**config.mk**
```make
export PLATFORM = sky130hd
export DESIGN_NAME = vga_timing_gen
export DESIGN_NICKNAME = d
export VERILOG_FILES = /design/src/rtl/vga_timing_gen.sv
export SDC_FILE = /design/constraint.sdc
export NUM_CORES = 1
export LEC_CHECK = 0
export ABC_AREA = 1
export CORE_ASPECT_RATIO = 1.2
export CORE_MARGIN = 4
export CORE_UTILIZATION = 58
export CTS_BUF_LIST = sky130_fd_sc_hd__clkbuf_8
export CTS_CLUSTER_DIAMETER = 100
export DETAILED_ROUTE_END_ITERATION = 10
export GPL_TIMING_DRIVEN = 0
export HOLD_SLACK_MARGIN = 0.02
export PLACE_DENSITY = 0.88
export SETUP_SLACK_MARGIN = 0.15
export SYNTH_ARGS = -nofsm -noshare
export SYNTH_HDL_FRONTEND = slang
export SYNTH_SLANG_ARGS = --single-unit
```
**constraint.sdc**
```tcl
create_clock -name clk -period 3.4 [get_ports clk]
set_clock_uncertainty 0.05 [all_clocks]
set_input_delay 0.68 -clock clk [delete_from_list [all_inputs] [get_ports clk]]
set_output_delay 0.68 -clock clk [all_outputs]
set_load 0.02 [all_outputs]
```
**src/rtl/vga_timing_gen.sv**
```systemverilog
// Raster timing generator with mixed-radix {hi,lo} x/y counters, registered
// sync and strobe outputs, a combinational blank and a wrapping frame counter.
module vga_timing_gen #(
  parameter int unsigned XH_W      = 6,
  parameter int unsigned XL_W      = 6,
  parameter int unsigned YH_W      = 5,
  parameter int unsigned YL_W      = 6,
  parameter int unsigned H_ROLL    = 39,
  parameter int unsigned V_ROLL    = 44,
  parameter int unsigned H_FPORCH  = 32*64,
  parameter int unsigned H_SYNC    = 33*64+8,
  parameter int unsigned H_BPORCH  = 34*64,
  parameter int unsigned H_NEXT    = 35*64+39,
  parameter int unsigned V_FPORCH  = 16*64,
  parameter int unsigned V_SYNC    = 16*64+3,
  parameter int unsigned V_BPORCH  = 16*64+8,
  parameter int unsigned V_NEXT    = 16*64+20,
  parameter logic        HSYNC_POL = 1'b1,
  parameter logic        VSYNC_POL = 1'b0,
  parameter int unsigned FETCH_X   = 35*64+31,
  parameter int unsigned FRAME_W   = 8
) (
  input  logic               clk,
  input  logic               rst_n,
  input  logic               pix_en,
  output logic [XH_W-1:0]    x_hi,
  output logic [XL_W-1:0]    x_lo,
  output logic [YH_W-1:0]    y_hi,
  output logic [YL_W-1:0]    y_lo,
  output logic               hsync,
  output logic               vsync,
  output logic               blank,
  output logic               line_start,
  output logic               frame_start,
  output logic               fetch,
  output logic [FRAME_W-1:0] frame_cnt
);

  localparam int unsigned XW = XH_W + XL_W;
  localparam int unsigned YW = YH_W + YL_W;

  localparam logic [XW-1:0]   X_FPORCH = XW'(H_FPORCH);
  localparam logic [XW-1:0]   X_SYNC   = XW'(H_SYNC);
  localparam logic [XW-1:0]   X_BPORCH = XW'(H_BPORCH);
  localparam logic [XW-1:0]   X_NEXT   = XW'(H_NEXT);
  localparam logic [XW-1:0]   X_FETCH  = XW'(FETCH_X);
  localparam logic [YW-1:0]   Y_FPORCH = YW'(V_FPORCH);
  localparam logic [YW-1:0]   Y_SYNC   = YW'(V_SYNC);
  localparam logic [YW-1:0]   Y_BPORCH = YW'(V_BPORCH);
  localparam logic [YW-1:0]   Y_NEXT   = YW'(V_NEXT);
  localparam logic [XL_W-1:0] X_ROLL   = XL_W'(H_ROLL);
  localparam logic [YL_W-1:0] Y_ROLL   = YL_W'(V_ROLL);

  logic [XW-1:0]   x;
  logic [YW-1:0]   y;
  logic [YW-1:0]   y_nxt;
  logic [YW-1:0]   y_inc;
  logic [XH_W-1:0] x_hi_nxt;
  logic [XL_W-1:0] x_lo_nxt;
  logic [YH_W-1:0] y_hi_nxt;
  logic [YL_W-1:0] y_lo_nxt;
  logic            x_wrap;
  logic            y_step;
  logic            y_wrap;

  assign x      = {x_hi, x_lo};
  assign y      = {y_hi, y_lo};
  assign y_nxt  = {y_hi_nxt, y_lo_nxt};
  assign y_inc  = y + YW'(1);
  assign x_wrap = (x == X_NEXT);
  assign y_step = (x == X_SYNC);
  assign y_wrap = y_step && (y == Y_NEXT);

  // The end-of-line wrap wins over the lo-field roll, which wins over +1.
  // NOTE: every signal written here gets a default first so no latch is inferred.
  always_comb begin
    x_hi_nxt = x_hi;
    x_lo_nxt = x_lo + XL_W'(1);
    if (x_wrap) begin
      x_hi_nxt = '0;
      x_lo_nxt = '0;
    end else if (x_lo == X_ROLL) begin
      x_hi_nxt = x_hi + XH_W'(1);
      x_lo_nxt = '0;
    end

    y_hi_nxt = y_hi;
    y_lo_nxt = y_lo;
    if (y_wrap) begin
      y_hi_nxt = '0;
      y_lo_nxt = '0;
    end else if (y_step && (y_lo == Y_ROLL)) begin
      y_hi_nxt = y_hi + YH_W'(1);
      y_lo_nxt = '0;
    end else if (y_step) begin
      y_lo_nxt = y_lo + YL_W'(1);
    end
  end

  assign blank = (x >= X_FPORCH) || (y >= Y_FPORCH);

  // NOTE: state uses non-blocking assignments; reset is sampled on the clock
  // edge and overrides pix_en.
  always_ff @(posedge clk) begin
    if (!rst_n) begin
      x_hi        <= '0;
      x_lo        <= '0;
      y_hi        <= '0;
      y_lo        <= '0;
      frame_cnt   <= '0;
      hsync       <= ~HSYNC_POL;
      vsync       <= ~VSYNC_POL;
      line_start  <= 1'b0;
      frame_start <= 1'b0;
      fetch       <= 1'b0;
    end else if (pix_en) begin
      x_hi <= x_hi_nxt;
      x_lo <= x_lo_nxt;
      y_hi <= y_hi_nxt;
      y_lo <= y_lo_nxt;
      if (y_wrap) frame_cnt <= frame_cnt + FRAME_W'(1);
      hsync       <= ((x >= X_SYNC) && (x < X_BPORCH)) ? HSYNC_POL : ~HSYNC_POL;
      vsync       <= ((y >= Y_SYNC) && (y < Y_BPORCH)) ? VSYNC_POL : ~VSYNC_POL;
      line_start  <= x_wrap && (y_nxt < Y_FPORCH);
      frame_start <= x_wrap && (y == '0);
      // y has already stepped by FETCH_X, so it names the upcoming line.
      fetch       <= (x == X_FETCH) && ((y == Y_NEXT) || (y_inc < Y_FPORCH));
    end
  end

endmodule

```
==> insert_results.sql <==
INSERT INTO impl_metrics (metric_group, metric, value, unit) VALUES
('detailed_routing', 'number_of_detailed_route_iterations_in_the_first_pass', '4', ''),
('sta', 'hold_ws', '0.4219', 'ns'),
('cts', 'cts_inserted_buffers', '5', ''),
('detailed_routing', 'final_antenna_net_count', '0', ''),
('grt', 'grt_first_pass_wirelength', '8894', 'um'),
('synthesis', 'yosys_warnings', '0', ''),
('setup_path', 'r2r_cells', '6', ''),
('job', 'cap_viol_max_count', '0', ''),
('place', 'place_area', '2485', 'um^2'),
('synthesis', 'synth.lib_cells_used.distinct', '35', ''),
('finish', 'fill_cells', '257', ''),
('cts', 'tritoncts_clock_tree', 'yes', ''),
('sta', 'report.final.hold_viol_count', '0', ''),
('cts', 'clkSlewWorstSetupHoldPaths', '0.08', 'ns'),
('grt', 'grt_pass1_vias', '1931', ''),
('floorplanning', 'dieWidth', '62.38', 'um'),
('finish', 'nNetsFinal', '347', ''),
('synthesis', 'count_of_flip_flops_with_a_built_in_enable_after_synthesis', '0', ''),
('setup_path', 'critical_path_arrival', '1.59', 'ns'),
('cts', 'clock_sinks', '36', ''),
('min_path', 'worst_hold_path_type', 'reg -> reg', ''),
('detailed_routing', 'detailroute.via_count', '2056', ''),
('place', 'place.port_buffers', '38', ''),
('setup_path', 'worstReg2RegEnd', 'x_hi[2]', ''),
('detailed_routing', 'route.detailed.wl_per_inst', '14.08', 'um'),
('setup_path', 'crit_chain', 'or2_2 > clkdlybuf4s50_1', ''),
('cts', 'post_cts.resized_instances', '0', ''),
('setup_path', 'path_class', 'reg -> out', ''),
('detailed_routing', 'drt-initial-drc-count', '173', ''),
('finish', 'area_growth_from_synthesis_to_layout', '26.14', '%'),
('grt', 'grt.overflow.total', '0', ''),
('sta', 'period_share', '68.15', '%'),
('synthesis', 'synth.area.top_cells', 'dfxtp_1, nand2_1, inv_1', ''),
('grt', 'grt_max_degree', '13', ''),
('cts', 'cts_htree_levels', '2', ''),
('synthesis', 'synth_area_per_cell', '7.122', 'um^2'),
('floorplanning', 'top_level_ports', '40', ''),
('min_path', 'hp-start', 'frame_cnt[5]', ''),
('sta', 'slew_limit_fails', '0', ''),
('cts', 'max-clock-path-buffers', '2', ''),
('cts', 'cts.repair_timing.setup_buffer_count', '0', ''),
('synthesis', 'largest_area_contributor_in_the_synthesized_netlist', 'dfxtp_1', ''),
('min_path', 'min_delay_worst_endpoint', 'frame_cnt[5]', ''),
('place', 'gp_routability_congestion', '0.9180', ''),
('synthesis', 'synth_seq_cells', '36', ''),
('power', 'vdd_ir_drop_max', '0.3348', 'mV'),
('finish', 'mostFrequentLayoutCell', 'nand2_1', ''),
('detailed_routing', 'wirelength', '5236', 'um'),
('floorplanning', 'die_boundary_height', '73.26', 'um'),
('synthesis', 'synthesis.area', '2058', 'um^2'),
('finish', 'final_util', '77.11', '%'),
('min_path', 'min_path_cells', '2', ''),
('setup_path', 'worstPathMaxFanout', '8', ''),
('grt', 'track_usage', '24.04', '%'),
('floorplanning', 'fp-row-count', '23', ''),
('sta', 'setup-tns-final', '0', 'ns'),
('synthesis', 'syn-num-nets', '302', ''),
('run_status', 'status', 'finished clean', ''),
('setup_path', 'end_kind', 'output port', ''),
('detailed_routing', 'drt_drc_violations_left', '0', ''),
('cts', 'ctsRootBufferMaster', 'clkbuf_8', ''),
('synthesis', 'netlist.area_leader.share', '35.02', '%'),
('sta', 'finalCriticalPeriod', '2.317', 'ns'),
('sta', 'setup_viol', '0', ''),
('setup_path', 'crit_path_start_kind', 'flop', ''),
('finish', 'antenna_fix_cells', '0', ''),
('floorplanning', 'core-area', '3367', 'um^2'),
('finish', 'sequential_cell_area', '720.7', 'um^2'),
('sta', 'tightestPinTransition', '0.5867', 'ns'),
('sta', 'fmaxAchievable', '431.6', 'MHz'),
('grt', 'antenna_found_initial', '0', '');
## metrics by stage
| stage | cells | power, uW | worst slack [ns] |
|---|---|---|---|
| floorplan | 289 | 471.2 | 1.663 |
| global placement | 364 | 489.2 | 1.366 |
| detailed placement | 364 | 490.3 | 1.349 |
| CTS | 372 | 866.4 | 1.091 |
| global route | 372 | 890.9 | 1.064 |
| finish | 372 | 861.5 | 1.083 |
## how the worst max path moves through the flow
| stage | to | cells after the start | start |
|---|---|---|---|
| 6_report | blank | 2 | y_hi[4] |
| 5_1_grt | blank | 2 | y_hi[4] |
| 4_1_cts | blank | 2 | y_hi[4] |
| 3_5_place_dp | frame_start | 4 | rst_n |
| 3_3_place_gp | y_hi[3] | 4 | rst_n |
| 2_1_floorplan | x_hi[2] | 4 | pix_en |
## worst max-delay path, delay by kind of cell, from the launching register on
kind,cells,cell delay (ns)
buffers and inverters,1,0.60
flip-flops,1,0.51
AND/OR/NAND/NOR,1,0.18
## per-layer routing
metal | up-vias | share of wire (%) | wire length (um) | global-route usage, %
li1 | 1040 | - | - | -
met1 | 940 | 42 | 2223 | 27.77
met2 | 63 | 50 | 2628 | 42.74
met3 | 13 | 5.6 | 291 | 5.963
met4 | 0 | 1.8 | 93 | 9.434
met5 | - | 0 | 0 | 0
## state kept, by name (all words and copies together) (netlist names)
name and cells:
y_lo 6, y_hi 5, x_hi 6, vsync 1
hsync 1, line_start 1, x_lo 6, fetch 1
frame_start 1, frame_cnt 8
## cell type report
type,count,share of cell area [%]
buffer,6,1.253
clock buffer,5,2.651
clock inverter,3,1.639
inverter,37,5.349
multi-input combinational,210,44.92
sequential,36,27.76
tap,37,1.783
timing repair buffer,38,14.65
## synth_stat cells, types with 3 or more instances
cell      number
xnor2_1        4
nand2_1       62
nor3_1         5
nand4_1       12
o21ai_0        8
inv_1         34
nor2_1        28
dfxtp_1       36
a21oi_1       23
xor2_1         7
nor2_2         4
a211oi_1       3
nand3_1       23
ha_1          10
## cells by family after synthesis
family                     count (synthesis)  synth area share [%]
adders and majority gates                 10                 6.079
DFF                                       36                 35.02
AOI/OAI and AO/OA                         39                 10.82
and+or+nand+nor                          150                 35.07
xor gates and xnor gates                  11                 4.681
buffers and inverters                     43                 8.329
## where the power goes
| group | internal (uW) | switching, uW |
|---|---|---|
| Clock | 217 | 163 |
| Sequential | 425 | 4.69 |
| Combinational | 18.9 | 32.3 |
Power figures use the tool's default switching activity.
